--- src/rtl/pipe_hazard_pkg.sv ---
// pipe_hazard_pkg: shared types, widths and helpers for the hazard/forwarding unit
package pipe_hazard_pkg;
  localparam int NUM_REGS = 32;
  localparam int RW = $clog2(NUM_REGS);
  localparam int ZERO_REG = 31;
  localparam int FWD_RF = 0;
  typedef struct packed {
    logic          valid;
    logic [RW-1:0] rd;
    logic          wr;
    logic          ld;
  } trk_entry_t;
  function automatic int sel_width(input int stages);
    return (stages + 1) > 2 ? $clog2(stages + 1) : 1;
  endfunction
endpackage

--- src/rtl/hazard_match_cell.sv ---
// hazard_match_cell: youngest-producer forwarding select and load-use detect for one source
module hazard_match_cell
  import pipe_hazard_pkg::*;
#(
  parameter int STAGES     = 3,
  parameter int LOAD_STAGE = 2,
  parameter int SW         = sel_width(STAGES)
) (
  input  logic [RW-1:0]          i_src,
  input  logic                   i_used,
  input  trk_entry_t [STAGES:1]  i_trk,
  output logic [SW-1:0]          o_sel,
  output logic                   o_load_hazard
);
  logic w_live;
  assign w_live = i_used && (i_src != RW'(ZERO_REG));
  // Scan oldest to youngest so the youngest match overwrites older ones
  always_comb begin
    o_sel = SW'(FWD_RF);
    o_load_hazard = 1'b0;
    for (int s = STAGES; s >= 1; s--) begin
      if (w_live && i_trk[s].valid && i_trk[s].wr && i_trk[s].rd == i_src) begin
        o_sel = SW'(s);
        o_load_hazard = i_trk[s].ld && (s < LOAD_STAGE);
      end
    end
  end
endmodule

--- src/rtl/pipe_hazard_unit.sv ---
// pipe_hazard_unit: tracks in-flight destinations, selects forwarding stages and raises load-use stalls
module pipe_hazard_unit
  import pipe_hazard_pkg::*;
#(
  parameter int STAGES     = 3,
  parameter int NSRC       = 3,
  parameter int LOAD_STAGE = 2,
  parameter int CNT_W      = 32,
  localparam int SW        = sel_width(STAGES)
) (
  input  logic                 i_clk,
  input  logic                 i_rst_n,
  input  logic                 i_issue_valid,
  input  logic [RW-1:0]        i_issue_rd,
  input  logic                 i_issue_regwrite,
  input  logic                 i_issue_is_load,
  input  logic                 i_flush,
  input  logic [NSRC*RW-1:0]   i_src_addr,
  input  logic [NSRC-1:0]      i_src_used,
  output logic                 o_stall,
  output logic [NSRC*SW-1:0]   o_fwd_sel,
  output logic [CNT_W-1:0]     o_stall_count,
  output logic [CNT_W-1:0]     o_flush_count
);
  trk_entry_t [STAGES:1] r_trk;
  logic [CNT_W-1:0]      r_stall_cnt;
  logic [CNT_W-1:0]      r_flush_cnt;
  logic [NSRC-1:0]       w_haz;
  logic                  w_issue;
  logic                  w_flush_cnt_en;
  for (genvar k = 0; k < NSRC; k++) begin : g_src
    hazard_match_cell #(.STAGES(STAGES), .LOAD_STAGE(LOAD_STAGE), .SW(SW)) u_cell (
      .i_src         (i_src_addr[k*RW +: RW]),
      .i_used        (i_src_used[k]),
      .i_trk         (r_trk),
      .o_sel         (o_fwd_sel[k*SW +: SW]),
      .o_load_hazard (w_haz[k])
    );
  end
  assign o_stall = (|w_haz) && i_issue_valid && !i_flush;
  assign w_issue = i_issue_valid && !o_stall && !i_flush;
  assign w_flush_cnt_en = i_flush && i_issue_valid;
  always_ff @(posedge i_clk or negedge i_rst_n) begin
    if (!i_rst_n) begin
      r_trk       <= '0;
      r_stall_cnt <= '0;
      r_flush_cnt <= '0;
    end else begin
      r_trk[1] <= '{valid: w_issue, rd: i_issue_rd, wr: i_issue_regwrite, ld: i_issue_is_load};
      for (int s = 2; s <= STAGES; s++) r_trk[s] <= r_trk[s-1];
      r_stall_cnt <= r_stall_cnt + CNT_W'(o_stall && !(&r_stall_cnt));
      r_flush_cnt <= r_flush_cnt + CNT_W'(w_flush_cnt_en && !(&r_flush_cnt));
    end
  end
  assign o_stall_count = r_stall_cnt;
  assign o_flush_count = r_flush_cnt;
endmodule

--- config.mk ---
export PLATFORM = sky130hd
export DESIGN_NAME = pipe_hazard_unit
export DESIGN_NICKNAME = d
export VERILOG_FILES = /design/src/rtl/pipe_hazard_pkg.sv /design/src/rtl/hazard_match_cell.sv /design/src/rtl/pipe_hazard_unit.sv
export SDC_FILE = /design/constraint.sdc
export NUM_CORES = 1
export LEC_CHECK = 0
export ABC_CLOCK_PERIOD_IN_PS = 3300
export CORE_UTILIZATION = 49
export CTS_CLUSTER_SIZE = 25
export DETAILED_ROUTE_END_ITERATION = 16
export PLACE_DENSITY_LB_ADDON = 0.25
export SYNTH_ARGS = -nofsm -noshare
export SYNTH_HDL_FRONTEND = slang
export SYNTH_SLANG_ARGS = --single-unit
--- constraint.sdc ---
create_clock -name i_clk -period 3.3 [get_ports i_clk]
set_input_delay 0.495 -clock i_clk [delete_from_list [all_inputs] [get_ports i_clk]]
set_output_delay 0.495 -clock i_clk [all_outputs]
set_load 0.01 [all_outputs]
==> flow_summary_export.csv, run 1 <==
group,metric,value,unit
status,outcome,"complete, no violations",
final_layout,design_area,5500,um2
final_layout,final_net_count,520,
logic_synthesis,synth_cells,359,
floorplan,pin_count,100,
logic_synthesis,postSynthAreaPerCell,11.2,um2
power_and_ir_drop,ir_worst_vdd,0.000285,V
clock_network,cts_max_path_buffers,2,
logic_synthesis,syn_nets,392,
clock_network,clk_pin_slew,0.08,ns
final_layout,drive_gt1_share,7.94,%
logic_synthesis,syn-cell-area,4030,um2
floorplan,core_region_area,7850,um2
sta,slew-limit-headroom,42.6,%
sta,finalWorstSetupSlack,0.225,ns
placement,placed_area,5280,um2
critical_path,cp_max_fo,3,
sta,fmax,325,MHz
global_route,grt_use_total,22.5,%
placement,place_congestion,0.851,
flow_run,maxCapViolCount,0,
power_and_ir_drop,leakagePower,2.42,nW
sta,hold_ws,0.247,ns
power_and_ir_drop,p_per_area,404,nW/um2
floorplan,start_util,51.3,%
final_layout,final_util,70.1,%
clock_network,clk_latency,0.35,ns
sta,clock_skew,0.00887,ns
detailed_routing,ant_nets,0,
floorplan,die_h,92.6,um
floorplan,die_area,8580,um2
logic_synthesis,ys_seq_elements,86,
sta,setup_viol,0,
global_route,grt_max_degree,71,
sta,worstMarginPinSlew,0.861,ns
critical_path,worstPathArrival,2.58,ns
clock_network,cts_tree,"yes",
global_route,grt_pass1_vias,3069,
critical_path,cp_num_buf_inv,3,
placement,portBuffers,99,
clock_network,cts_made_buffers,9,
placement,dpl.hpwl,6.69,mm
final_layout,final_cell_mix,"clkdlybuf4s50_1 (98), dfrtp_1 (86), xor2_1 (59)",
floorplan,die_w,92.6,um
clock_network,cts_setup_buffers,0,
critical_path,worstPathRequired,2.80,ns
power_and_ir_drop,total_power,2.22,mW
clock_network,postCtsHoldBufs,0,
final_layout,n_antenna_cell,0,
critical_path,critical_path_class,"in2out",
critical_path,endpoint_kind,"output port",
logic_synthesis,yosysSeqAreaShare,53.5,%
min_path,hp-class,"in2async",
critical_path,path_cells,"clkdlybuf4s50_1 > buf_4 > xor2_1 > nor4_1 > nand4_1 > a21boi_0 > clkdlybuf4s50_1",
sta,period_needed,3.07,ns
critical_path,rr_worst_depth,13,
critical_path,slowest_stage,"clkdlybuf4s50_1",
sta,drv_slew,0,
clock_network,clock-root-buffer,"clkbuf_8",
logic_synthesis,synth_cell_types,26,
detailed_routing,detail_route.wl_per_cell,15.1,um
floorplan,rows,32,
critical_path,cp.depth,7,
placement,post-place-ws,-0.0292,ns
critical_path,worst_path_most_repeated_cell,"clkdlybuf4s50_1",
final_layout,area_delta_synth_final,36.6,%
global_route,grt_pass1_wl,14.9,mm
logic_synthesis,yosys_warnings,0,
detailed_routing,drc,0,
detailed_routing,vias_per_cell,5.20,
clock_network,clock-sinks,86,
critical_path,crit_family,"buffers and inverters",
detailed_routing,drtIter0Drc,94,
critical_path,start_kind,"primary input",
detailed_routing,detail_route.first_pass.iterations,4,
detailed_routing,num_vias,3086,
final_layout,layout_commonest_cell,"clkdlybuf4s50_1",
clock_network,post_cts_resized,0,
sta,rsz0062_at_grt,"no",
global_route,antenna_found_initial,0,
global_route,grt_overflow,0,
critical_path,cpPeakStageDelay,0.59,ns
sta,timing_hold_violations_final,0,
detailed_routing,wl,8.96,mm
clock_network,cts_htree_levels,3,
sta,post-route-period-util,93.2,%
area by class of cell:
cell class / count / area, um2
Clock buffer: 12 / 145
Sequential cell: 86 / 2150
Multi-Input combinational cell: 266 / 1850
Inverter: 5 / 18.8
Tap cell: 102 / 128
Clock inverter: 3 / 68.8
Timing Repair Buffer: 119 / 1140
Fill cell: 598 / 2350
power breakdown:
group	internal [mW]	switching [mW]	leakage (nW)
sequential	1.10	0.0611	1.12
clock	0.445	0.349	0.107
combinational	0.149	0.114	1.20
synthesized netlist by cell type:
cell type | instances | share of area, %
a21boi_0 | 4 | 0.75
and2_0 | 4 | 0.62
and2_1 | 1 | 0.16
and3_1 | 10 | 1.6
and4_1 | 1 | 0.22
clkbuf_1 | 2 | 0.19
dfrtp_1 | 86 | 53
ha_1 | 4 | 1.2
inv_1 | 5 | 0.47
nand2_1 | 30 | 2.8
nand2b_1 | 4 | 0.62
nand3_1 | 27 | 3.4
nand4_1 | 24 | 3.7
nand4_4 | 1 | 0.53
nor2_1 | 19 | 1.8
nor2b_1 | 1 | 0.16
nor3_1 | 10 | 1.2
nor4_1 | 12 | 1.9
nor4_2 | 1 | 0.31
nor4_4 | 2 | 1.1
o21a_1 | 3 | 0.56
or2_2 | 1 | 0.16
or3_1 | 1 | 0.16
or4_1 | 1 | 0.19
xnor2_1 | 46 | 10
xor2_1 | 59 | 13
per-stage QoR:
stage	TNS, ns	cells
3_5_place_dp	-0.0496	578
5_1_grt	0	593
6_report	0	593
3_3_place_gp	0	578
4_1_cts	0	593
2_1_floorplan	0	359
per-layer routing:
metal  up-vias  GRT usage (%)  wire length, um
li1       1484              -                -
met3        13           4.84              394
met4         0           7.05              124
met1      1504           30.5             4210
met5         -              0                0
met2        85           36.5             4240
state kept, by name (all words and copies together) (netlist names):
signal / cells
o_flush_count: 32
o_stall_count: 32
r_trk: 22
worst paths after layout:
kind	startpoint	endpoint	slack [ns]
setup / recovery	i_src_addr[4]	o_fwd_sel[1]	0.23
hold / removal	i_rst_n	o_flush_count[27]	0.25
setup reg to reg	o_stall_count[14]	o_stall_count[22]	0.31
hold reg to reg	r_trk[9]	r_trk[17]	0.37
max in group asynchronous	i_rst_n	o_stall_count[31]	2.34
min in group i_clk	r_trk[9]	r_trk[17]	0.37
logic make-up (layout without fill, tap and decap cells):
| family | after synthesis | after routing | synth area share [%] |
|---|---|---|---|
| flip-flops | 86 | 86 | 53.5 |
| buffers and inverters | 7 | 139 | 0.653 |
| AO/OA/AOI/OAI | 7 | 7 | 1.31 |
| AND/OR/NAND/NOR | 150 | 150 | 20.5 |
| adder cells (fa/ha/maj) | 4 | 4 | 1.24 |
| XOR/XNOR | 105 | 105 | 22.8 |
worst reg2reg max path, stage by stage, from the launching register on:
cell and delay [ns]:
dfrtp_1 0.46, nand4_1 0.25, nor4_4 0.32, nand2_1 0.09, or4_1 0.49, and4_1 0.22, ha_1 0.20, ha_1 0.23
nand2_1 0.11, nor4_1 0.06, buf_4 0.15, and2_1 0.16, nand2b_1 0.08, xnor2_1 0.11
Power figures use the tool's default switching activity.
==> inputs of run 2 (changes only) <==
--- a/config.mk
+++ b/config.mk
@@ -6,6 +6,7 @@
 export NUM_CORES = 1
 export LEC_CHECK = 0
 export ABC_CLOCK_PERIOD_IN_PS = 3300
+export CORE_ASPECT_RATIO = 0.9
 export CORE_UTILIZATION = 49
 export CTS_CLUSTER_SIZE = 25
 export DETAILED_ROUTE_END_ITERATION = 16
==> run 2 against run 1 <==
Critical path depth did not move. Clock skew is 0.0068 ns higher. Core utilization increased by 0.74 points. First-iteration DRC count down 13%. Sequential power is essentially flat. Sequential cell count did not move. Largest power group unchanged.
==> flow_summary_export.csv, run 2 (synthesis results as in run 1) <==
group,metric,value,unit
placement,placed_area,5250,um2
clock_network,cts_tree,"yes",
detailed_routing,wl,8.87,mm
floorplan,pin_count,100,
detailed_routing,dr_wl_met3,457,um
floorplan,die_area,8580,um2
critical_path,slowest_stage,"clkdlybuf4s50_1",
clock_network,cts_htree_levels,3,
sta,worstMarginPinSlew,1.04,ns
critical_path,path_cells,"clkdlybuf4s50_1 > buf_4 > xor2_1 > nor4_1 > nand4_1 > a21boi_0 > clkdlybuf4s50_1",
final_layout,area_delta_synth_final,36.0,%
global_route,grt_overflow,0,
clock_network,clk_pin_slew,0.09,ns
power_and_ir_drop,ir_worst_vdd,0.000263,V
final_layout,layout_commonest_cell,"clkdlybuf4s50_1",
critical_path,rr_worst_depth,13,
floorplan,start_util,52.1,%
clock_network,clock-root-buffer,"clkbuf_8",
final_layout,n_antenna_cell,0,
floorplan,die_w,97.5,um
power_and_ir_drop,total_power,2.21,mW
detailed_routing,vias_per_cell,5.29,
critical_path,r2r_start,"o_stall_count[6]",
global_route,grt_use_total,22.3,%
sta,setup_viol,0,
floorplan,die_h,88.0,um
detailed_routing,detail_route.first_pass.iterations,4,
floorplan,rows,30,
global_route,antenna_found_initial,0,
critical_path,worstPathRequired,2.80,ns
flow_run,maxCapViolCount,0,
sta,post-route-period-util,95.8,%
critical_path,worst_path_most_repeated_cell,"clkdlybuf4s50_1",
clock_network,clock-sinks,86,
clock_network,clk_latency,0.36,ns
global_route,grt_pass1_vias,3169,
sta,rsz0062_at_grt,"no",
placement,dpl.hpwl,6.60,mm
critical_path,worstPathArrival,2.67,ns
detailed_routing,num_vias,3093,
detailed_routing,drtIter0Drc,82,
floorplan,core_region_area,7730,um2
sta,slew-limit-headroom,30.4,%
detailed_routing,routed.top_layer,"met4",
detailed_routing,detail_route.wl_per_cell,15.2,um
critical_path,start_kind,"primary input",
power_and_ir_drop,p_per_area,403,nW/um2
status,outcome,"complete, no violations",
sta,timing_hold_violations_final,0,
sta,fmax,316,MHz
final_layout,drive_gt1_share,8.18,%
critical_path,cpPeakStageDelay,0.60,ns
sta,period_needed,3.16,ns
min_path,hp-class,"in2async",
global_route,grt_pass1_wl,15.0,mm
global_route,grt_max_degree,87,
sta,drv_slew,0,
final_layout,final_cell_mix,"clkdlybuf4s50_1 (98), dfrtp_1 (86), xor2_1 (59)",
power_and_ir_drop,leakagePower,2.40,nW
placement,portBuffers,99,
final_layout,final_net_count,517,
sta,final.setup.tns,0,ns
sta,hold_ws,0.306,ns
sta,clock_skew,0.0156,ns
critical_path,r2r_slack,0.36,ns
final_layout,design_area,5470,um2
detailed_routing,met1Wirelength,4.04,mm
critical_path,critical_path_class,"in2out",
critical_path,endpoint_kind,"output port",
detailed_routing,ant_nets,0,
critical_path,r2r-end,"o_stall_count[22]",
critical_path,cp_max_fo,3,
clock_network,cts_setup_buffers,0,
detailed_routing,drc,0,
clock_network,cts_made_buffers,9,
placement,place_congestion,0.854,
detailed_routing,wl_met2,4.23,mm
clock_network,cts_max_path_buffers,2,
[run 2: changes by cell type in the layout (fill, tap and decap cells not counted), sizes merged]
| cell | previous run | this run |
|---|---|---|
| clkbuf | 12 | 9 |
| inv | 5 | 8 |
| buf | 21 | 18 |
| bufinv | 2 | 1 |
| clkinvlp | 0 | 2 |
[run 2: critical path: cells and delay by family]
family | cells | cell delay, ns
xor+xnor | 1 | 0.15
simple gates | 2 | 0.53
compound gates | 1 | 0.28
buf+inv | 3 | 1.20
[run 2: routing by layer]
metal  track usage (%)  vias up
met4              6.02        0
met2              36.6       83
met3              6.94       16
li1                  -     1477
met5                 0        -
met1              29.1     1517
[run 2: timing repair]
action | in CTS | in global routing
hold buffers | 0 | 0
endpoints found under the setup margin | 0 | 1
gates resized for setup | 0 | 1
[run 2: how the worst max path moves through the flow]
stage | end | depth (start not counted) | slack, ns | from
floorplan | o_flush_count[30] | 12 | 0.52 | o_flush_count[16]
global placement | o_stall_count[20] | 14 | -0.01 | i_src_addr[5]
detailed placement | o_stall_count[22] | 14 | -0.15 | i_src_addr[5]
CTS | o_stall | 7 | 0.16 | i_src_addr[5]
global route | o_fwd_sel[3] | 7 | 0.03 | i_src_addr[7]
finish | o_fwd_sel[1] | 7 | 0.14 | i_src_addr[2]
[run 2: per-stage QoR]
step	utilization, %	worst slack (ns)	cells
6_report	70.8	0.139	585
5_1_grt	70.8	0.0305	585
4_1_cts	70.7	0.156	585
3_5_place_dp	67.9	-0.155	569
3_3_place_gp	67.9	-0.0142	569
2_1_floorplan	-	0.523	359
[run 2: layout make-up]
cell class | instances | area [um2]
well taps | 96 | 120
clock inverters | 7 | 90.1
flip-flops and latches | 86 | 2150
multi-input cells | 266 | 1850
repair buffers | 116 | 1120
fillers | 596 | 2260
clock buffers | 9 | 124
inverters | 5 | 18.8
[run 2: power breakdown]
part	total (mW)	internal (mW)	leakage, nW	switching (mW)
clock network	0.778	0.367	0.101	0.411
registers	1.16	1.10	1.12	0.0572
logic	0.272	0.148	1.18	0.123
